**src/rtl/add_seq_pkg.sv**
```systemverilog
// Shared definitions for the multi-word add/subtract sequencer:
// FSM state encoding and the slice-index width helper.
package add_seq_pkg;

  localparam int ST_W = 2;

  localparam logic [ST_W-1:0] ST_IDLE = 2'd0;
  localparam logic [ST_W-1:0] ST_RUN  = 2'd1;
  localparam logic [ST_W-1:0] ST_DONE = 2'd2;

  typedef enum logic [ST_W-1:0] {
    IDLE = ST_IDLE,
    RUN  = ST_RUN,
    DONE = ST_DONE
  } state_e;

  // A single-slice build still needs a 1-bit index register.
  function automatic int idx_w(input int n);
    return (n <= 1) ? 1 : $clog2(n);
  endfunction

endpackage

```
**src/rtl/adder_slice.sv**
```systemverilog
// Combinational W-bit ripple-carry adder slice; the sequencer instantiates
// exactly one and reuses it for every slice of the operands.
module adder_slice #(
  parameter int W = 8
) (
  input  logic [W-1:0] a,
  input  logic [W-1:0] b,
  input  logic         cin,
  output logic [W-1:0] s,
  output logic         cout
);

  logic c;

  always_comb begin
    c = cin;
    s = '0;
    for (int i = 0; i < W; i++) begin
      s[i] = a[i] ^ b[i] ^ c;
      c    = (a[i] & b[i]) | (c & (a[i] ^ b[i]));
    end
    cout = c;
  end

endmodule

```
**src/rtl/multiword_add_seq.sv**
```systemverilog
// Multi-precision add/subtract sequencer: processes N slices of W bits,
// LSB slice first, one per cycle, through a single shared adder slice.
//
// state | meaning
// IDLE  | ready for a request; last result still visible
// RUN   | one slice per cycle, carry held in c_q
// DONE  | result valid, held until io_out_ready
module multiword_add_seq
  import add_seq_pkg::*;
#(
  parameter int W = 8,
  parameter int N = 4
) (
  input  logic           clock,
  input  logic           reset,
  input  logic           io_in_valid,
  output logic           io_in_ready,
  input  logic [N*W-1:0] io_A,
  input  logic [N*W-1:0] io_B,
  input  logic           io_Cin,
  input  logic           io_Sub,
  output logic           io_out_valid,
  input  logic           io_out_ready,
  output logic [N*W-1:0] io_Sum,
  output logic           io_Cout,
  output logic           io_Ovf,
  output logic           io_busy
);

  localparam int IDX_W = idx_w(N);
  localparam logic [IDX_W-1:0] IDX_LAST = IDX_W'(N - 1);

  state_e           state;
  logic [N*W-1:0]   a_q;
  logic [N*W-1:0]   b_q;
  logic [N*W-1:0]   sum_q;
  logic             c_q;
  logic [IDX_W-1:0] idx;
  logic             cout_q;
  logic             ovf_q;

  logic [W-1:0]     slice_a;
  logic [W-1:0]     slice_b;
  logic [W-1:0]     slice_s;
  logic             slice_c;
  logic             slice_ovf;

  always_comb begin
    slice_a = a_q[idx*W +: W];
    slice_b = b_q[idx*W +: W];
  end

  adder_slice #(.W(W)) u_slice (
    .a    (slice_a),
    .b    (slice_b),
    .cin  (c_q),
    .s    (slice_s),
    .cout (slice_c)
  );

  // b_q already holds ~B for subtract, so these are the post-inversion MSBs.
  assign slice_ovf = slice_a[W-1] ^ slice_b[W-1] ^ slice_s[W-1] ^ slice_c;

  always_ff @(posedge clock or negedge reset) begin
    if (!reset) begin
      state  <= IDLE;
      a_q    <= '0;
      b_q    <= '0;
      sum_q  <= '0;
      c_q    <= 1'b0;
      idx    <= '0;
      cout_q <= 1'b0;
      ovf_q  <= 1'b0;
    end else begin
      case (state)
        IDLE: begin
          if (io_in_valid) begin
            a_q   <= io_A;
            b_q   <= io_Sub ? ~io_B : io_B;
            c_q   <= io_Sub ? 1'b1 : io_Cin;
            idx   <= '0;
            sum_q <= '0;
            state <= RUN;
          end
        end
        RUN: begin
          sum_q[idx*W +: W] <= slice_s;
          c_q               <= slice_c;
          if (idx == IDX_LAST) begin
            cout_q <= slice_c;
            ovf_q  <= slice_ovf;
            state  <= DONE;
          end else begin
            idx <= idx + 1'b1;
          end
        end
        DONE: begin
          if (io_out_ready) state <= IDLE;
        end
        default: state <= IDLE;
      endcase
    end
  end

  assign io_in_ready  = (state == IDLE);
  assign io_out_valid = (state == DONE);
  assign io_busy      = (state == RUN) || (state == DONE);
  assign io_Sum       = sum_q;
  assign io_Cout      = cout_q;
  assign io_Ovf       = ovf_q;

endmodule

```
**config.mk**
```make
export PLATFORM = sky130hd
export DESIGN_NAME = multiword_add_seq
export DESIGN_NICKNAME = d
export VERILOG_FILES = /design/src/rtl/add_seq_pkg.sv /design/src/rtl/adder_slice.sv /design/src/rtl/multiword_add_seq.sv
export SDC_FILE = /design/constraint.sdc
export NUM_CORES = 1
export LEC_CHECK = 0
export BUFFER_PORTS_ARGS = -buffer_cell sky130_fd_sc_hd__buf_2
export CORE_ASPECT_RATIO = 0.5
export CORE_MARGIN = 5
export CORE_UTILIZATION = 59
export CTS_CLUSTER_DIAMETER = 120
export DETAILED_ROUTE_END_ITERATION = 7
export PLACE_DENSITY = 0.92
export SLEW_MARGIN = 10
export SYNTH_ARGS = -nofsm -noshare
export SYNTH_HDL_FRONTEND = slang
export SYNTH_SLANG_ARGS = --single-unit
```
**constraint.sdc**
```tcl
create_clock -name clock -period 8.8 [get_ports clock]
set_input_delay 0 -clock clock [delete_from_list [all_inputs] [get_ports clock]]
set_output_delay 0 -clock clock [all_outputs]
set_load 0.02 [all_outputs]
```
== Word level (Yosys, flattened, before mapping) ==
Index checks and enable logic that the tools add are counted.

* $add $sub $neg: 2
* Multiply operators: 0
* Div/mod/pow operators: 0
* $lt $le $gt $ge: 0
* Eq/ne operators: 7
* Shift operators: 4
* Mux-type cells: 14
* Bitwise logic cells: 43
* Reductions and logical operators: 8

{| class="wikitable"
|+ Operators by type and width
! kind !! number
|-
| 32-bit two-way mux || 2
|-
| 32-bit case mux with 2 select lines || 1
|-
| 32-bit by 6-bit variable part select with 8-bit output || 2
|-
| 5-bit negation with 34-bit output || 1
|-
| 8-bit by 34-bit variable shift with 32-bit output (first input constant) || 1
|-
| 8-bit by 34-bit variable part select with 32-bit output || 1
|-
| 32-bit bitwise mux || 1
|-
| 32-bit inverter || 1
|-
| 1-bit bitwise XOR || 18
|-
| 1-bit bitwise AND || 16
|-
| 2-bit two-way mux || 5
|-
| 1-bit bitwise OR || 8
|-
| 2-bit inequality test (second input constant) || 3
|-
| 2-bit case mux with 3 select lines || 1
|-
| 2-bit AND reduction || 3
|-
| 3-bit AND reduction || 2
|-
| 2-bit equality test (second input constant) || 2
|-
| 2-bit case mux with 2 select lines || 1
|-
| 2-bit by 1-bit adder with 2-bit output (second input constant) || 1
|-
| 2-bit by 1-bit equality test with 1-bit output (second input constant) || 1
|-
| 2-bit logical NOT || 1
|-
| 1-bit two-way mux || 2
|-
| 2-bit by 1-bit inequality test with 1-bit output (second input constant) || 1
|-
| 1-bit case mux with 2 select lines || 1
|-
| 2 further kinds || 2
|}

* Register bits after elaboration: 103
* Latch bits: 0
* Bits in writable memories: 0
* Memory bits (read-only): 0
* Input port bits: 70
* Output and inout bits: 37
* Memories: 0

== Depth between registers and ports, before layout ==
* Depth in word-level cells: 20
* Depth in mapped cells: 18
* Mapped depth without buffers: 16

== Cells and area by module ==
A second synthesis with hierarchy kept.

* Cells, all modules: 386
* Area, all modules: 4882.2 um^2

{| class="wikitable"
|+ Modules (own cells, without submodules)
! module !! times used !! cells an instance !! area each (um^2) !! seq. area each (um^2)
|-
| multiword_add_seq || 1 || 368 || 4684.5 || 2577.5
|-
| adder_slice || 1 || 18 || 197.7 || 0.0
|}

== Least setup slack after synthesis ==
OpenSTA, ideal clock, no wires.

* Kind: register -> register
* Start point: register idx[1]
* End point: register ovf_q, in the netlist io_Ovf
* Library setup time: 127 ps
* Data arrival time: 4402 ps
* Required time: 8673 ps
* Slack: 4271 ps
* Stages on the path, launching flop included: 19
* Path through: dfrtp_1 > buf_2 > buf_1 > mux4_2 > inv_1 > fa_1 > fa_1 > fa_1 > fa_1 > fa_1 > inv_1 > fa_1 > inv_1 > fa_1 > inv_1 > fa_1 > inv_1 > xnor2_1 > o21ai_0

* Cells in the longest elaborated chain, start to end: 19
* Elaborated cells between the ends (all ways): 39
* Those cells by class: eq/ne: 1; shift: 2; bitwise: 35; reduce/logical: 1

{| class="wikitable"
|+ Ends and longest elaborated chain
! element !! line !! source
|-
| start, declared || multiword_add_seq.sv:38 || <nowiki>logic [IDX_W-1:0] idx;</nowiki>
|-
| start signal, assigned || multiword_add_seq.sv:94 || <nowiki>idx <= idx + 1'b1;</nowiki>
|-
| 32-bit by 6-bit variable part select with 8-bit output, on equally long branches || multiword_add_seq.sv:49, multiword_add_seq.sv:50 ||
|-
| 1-bit bitwise XOR || adder_slice.sv:20 || <nowiki>c = (a[i] & b[i]) | (c & (a[i] ^ b[i]));</nowiki>
|-
| 1-bit bitwise AND || adder_slice.sv:20 ||
|-
| 1-bit bitwise OR || adder_slice.sv:20 ||
|-
| 1-bit bitwise AND || adder_slice.sv:20 ||
|-
| 1-bit bitwise OR || adder_slice.sv:20 ||
|-
| 1-bit bitwise AND || adder_slice.sv:20 ||
|-
| 1-bit bitwise OR || adder_slice.sv:20 ||
|-
| [... 3 more ...] || n/a ||
|-
| 1-bit bitwise OR || adder_slice.sv:20 ||
|-
| 1-bit bitwise AND || adder_slice.sv:20 ||
|-
| 1-bit bitwise OR || adder_slice.sv:20 ||
|-
| 1-bit bitwise AND || adder_slice.sv:20 ||
|-
| 1-bit bitwise OR || adder_slice.sv:20 ||
|-
| 1-bit bitwise XOR / 1-bit bitwise AND (equally long branches) || adder_slice.sv:19, adder_slice.sv:20 ||
|-
| 1-bit bitwise XOR / 1-bit bitwise OR (equally long branches) || multiword_add_seq.sv:62, adder_slice.sv:20 ||
|-
| 1-bit bitwise XOR || multiword_add_seq.sv:62 || <nowiki>assign slice_ovf = slice_a[W-1] ^ slice_b[W-1] ^ slice_s[W-1] ^ slice_c;</nowiki>
|-
| end signal, assigned || multiword_add_seq.sv:91 || <nowiki>ovf_q <= slice_ovf;</nowiki>
|-
| end, declared || multiword_add_seq.sv:40 || <nowiki>logic ovf_q;</nowiki>
|}

Several ways; a longest one is shown, not always the timed one.
A chain may end at the register's enable or synchronous reset.

== Worst setup path after layout ==
* Start point: register idx[0]
* End point: register ovf_q, in the netlist io_Ovf

Same word-level chain as after synthesis.

==> results.sh <==
export IMPL_cts_buffer_depth=2
export IMPL_pwr_share_seq_pct=31.8
export IMPL_pin_count=107
export IMPL_grt_pass1_vias=4331
export IMPL_synthCells=419
export IMPL_fmax_mhz=201
export IMPL_drt_pass1_iter_count=8
export IMPL_cts_resized_gates=0
export IMPL_internal_power_mw=1.35
export IMPL_final_area_um2=6530
export IMPL_pwr_share_comb_pct=51.9
export IMPL_cts_sinks=103
export IMPL_setup_viol=0
export IMPL_crit_path_start_kind="register"
export IMPL_finalHoldViolCount=0
export IMPL_clock_latency_ns=0.36
export IMPL_path_max_fanout=8
export IMPL_required_ns=9.04
export IMPL_post_cts_setup_buffer_count=0
export IMPL_grt_ovfl_total=0
export IMPL_final_common_cell="buf_2"
export IMPL_path_class="reg -> reg"
export IMPL_drcViolationCount=0
export IMPL_finalNetCount=660
export IMPL_synth_seq_cells=103
export IMPL_dp_cells=614
export IMPL_cts_root_buf="clkbuf_16"
export IMPL_finClkSkew_ns=0.0102
export IMPL_num_rows=23
export IMPL_cts_hold_buf=61
export IMPL_place_gp_congestion=0.837
export IMPL_drtIter0Drc=477
export IMPL_synthDistinctLibCells=30
export IMPL_routedWlPerCell_um=21.6
export IMPL_die_w_um=141
export IMPL_finalCriticalPeriod_ns=4.98
export IMPL_maxSlewViolCount=0
export IMPL_synth_area_leader_cell="dfrtp_1"
export IMPL_drive_above_1_share_pct=32.0
export IMPL_antenna_found_initial=0
export IMPL_leakagePower_nw=3.03
export IMPL_total_power_mw=2.47
export IMPL_switching_power_mw=1.12
export IMPL_placed_cell_area_um2=5630
export IMPL_setup_tns_ns=0
export IMPL_numCtsBuffers=9
export IMPL_coreArea_um2=8170
export IMPL_slew_headroom_pct=27.9
export IMPL_status="completed"
export IMPL_rsz0062_at_grt="false"
export IMPL_die_h_um=75.4
export IMPL_clkTransAtPathRegs_ns=0.08
export IMPL_syn_cell_area_um2=5040
export IMPL_hold_class="in -> reg"
export IMPL_worst_slack_ns=3.82
export IMPL_dieArea_um2=10600
export IMPL_grt_pass1_wl_um=23800
export IMPL_diodes=0
export IMPL_syn_area_per_cell_um2=12.0
export IMPL_htreeDepth=3
export IMPL_stdcell_count=691
export IMPL_grt_max_degree=98
export IMPL_via_per_inst=6.00
export IMPL_peakVddDrop_mv=0.216
export IMPL_antenna_left=0
export IMPL_pwr_share_clk_pct=16.3
export IMPL_hpwl_um=8560
export IMPL_pre_cts_ws_ns=4.17
export IMPL_crit_path_end_kind="register"
export IMPL_holdWs_ns=0.00538
export IMPL_numPortBuffers=106
export IMPL_synth_top_area_share_pct=51.1
export IMPL_power_density_nw_per_um2=379
export IMPL_yosys_top_cells_area="dfrtp_1 51%, mux2_2 7.8%, mux4_2 7.1%"
export IMPL_cp_arrival_ns=5.22
export IMPL_final_cell_mix="105 x buf_2, 103 x dfrtp_1, 67 x o21ai_0, 61 x dlygate4sd3_1, 37 x nand2_1"
export IMPL_drt_total_wl_um=14900
export IMPL_ys_warn_count=0
export IMPL_area_delta_synth_final_pct=29.5
export IMPL_track_usage_pct=30.1
export IMPL_fin_crit_sh_pct=56.6
export IMPL_cts_tree="yes"
export IMPL_worst_pin_slew_ns=1.08
export IMPL_vias=4143
export IMPL_synth_fp_nets=505
export IMPL_switching_share_pct=45.4
export IMPL_maxCapViolCount=0
export IMPL_ys_seq_area_share_pct=51.1
export IMPL_initial_core_util_pct=61.7
export IMPL_finalCoreUtilization_pct=79.9
-- cells by family (layout without fill, tap and decap cells) --
| logic type | after synthesis | count (layout) | synth area share, % |
|---|---|---|---|
| XOR/XNOR | 34 | 34 | 5.90 |
| AND/OR/NAND/NOR | 58 | 58 | 6.05 |
| AO/OA/AOI/OAI | 105 | 105 | 12.2 |
| flip-flops | 103 | 103 | 51.1 |
| buffers and inverters | 51 | 211 | 4.39 |
| multiplexers | 52 | 52 | 15.2 |
| adder cells (fa/ha/maj) | 16 | 16 | 5.16 |
-- sequential cells by signal, summed over array words and instances (netlist names) --
register and count:
b_q 32, c_q 1, io_Cout 1, io_Sum 32, a_q 32, idx 2
io_Ovf 1, state 2
-- Yosys cell counts (all sizes together) --
cell type / n
o22ai: 1
or2: 1
and2b: 1
xnor2: 34
nand2: 38
o21ai: 67
a22o: 2
nand4b: 1
ha: 8
nand3b: 1
nor2: 2
buf: 16
nor2b: 4
fa: 8
o31ai: 32
nand2b: 6
clkbuf: 12
or3: 1
dfrtp: 103
nand3: 1
mux2: 35
a21oi: 1
mux4: 16
a31oi: 2
nand4: 2
mux2i: 1
inv: 23
-- power groups by stage --
stage	clock [mW]	combinational [mW]	sequential (mW)
2_1_floorplan	0	0.805	0.752
3_3_place_gp	0	1.09	0.762
3_5_place_dp	0	1.15	0.775
4_1_cts	0.400	1.19	0.769
5_1_grt	0.422	1.37	0.799
6_report	0.403	1.28	0.786
-- cell type report --
class,instances,area [µm²]
Clock buffer,9,225
Clock inverter,7,71.3
Fill cell,444,1640
Inverter,23,86.3
Multi-Input combinational cell,265,2250
Sequential cell,103,2580
Tap cell,112,140
Timing Repair Buffer,172,1180
-- final timing paths --
kind	startpoint	slack, ns	endpoint	cells past startpoint
max	idx[0]$_DFFE_PN0P_	3.82	io_Ovf$_DFFE_PN0P_	16
min	io_in_valid	0.005	state[0]$_DFFE_PN0P_	3
max reg2reg	idx[0]$_DFFE_PN0P_	3.82	io_Ovf$_DFFE_PN0P_	16
min reg2reg	a_q[18]$_DFFE_PN0P_	0.51	a_q[18]$_DFFE_PN0P_	1
max in group asynchronous	reset	7.43	io_Sum[27]$_DFFE_PN0P_	3
min in group asynchronous	reset	0.04	a_q[22]$_DFFE_PN0P_	2
-- layer usage --
layer  vias up  wire length [µm]  share of wire [%]  GRT usage, %
li1       1771                 -                  -             -
met1      2025              5520                 37          35.0
met2       277              6980                 47          50.4
met3        70              1610                 11          10.5
met4         0               812                5.4          17.7
met5         -                 0                  0             0
-- worst max-delay path: stages (launching register included) --
cell	delay, ns
dfrtp_1	0.55
mux4_2	0.46
inv_1	0.11
fa_1	0.43
fa_1	0.41
fa_1	0.43
fa_1	0.39
fa_1	0.38
inv_1	0.09
fa_1	0.16
inv_1	0.06
fa_1	0.41
inv_1	0.11
fa_1	0.42
inv_1	0.19
xnor2_1	0.16
o21ai_0	0.10
No activity file was read; power rests on OpenSTA's default activity.
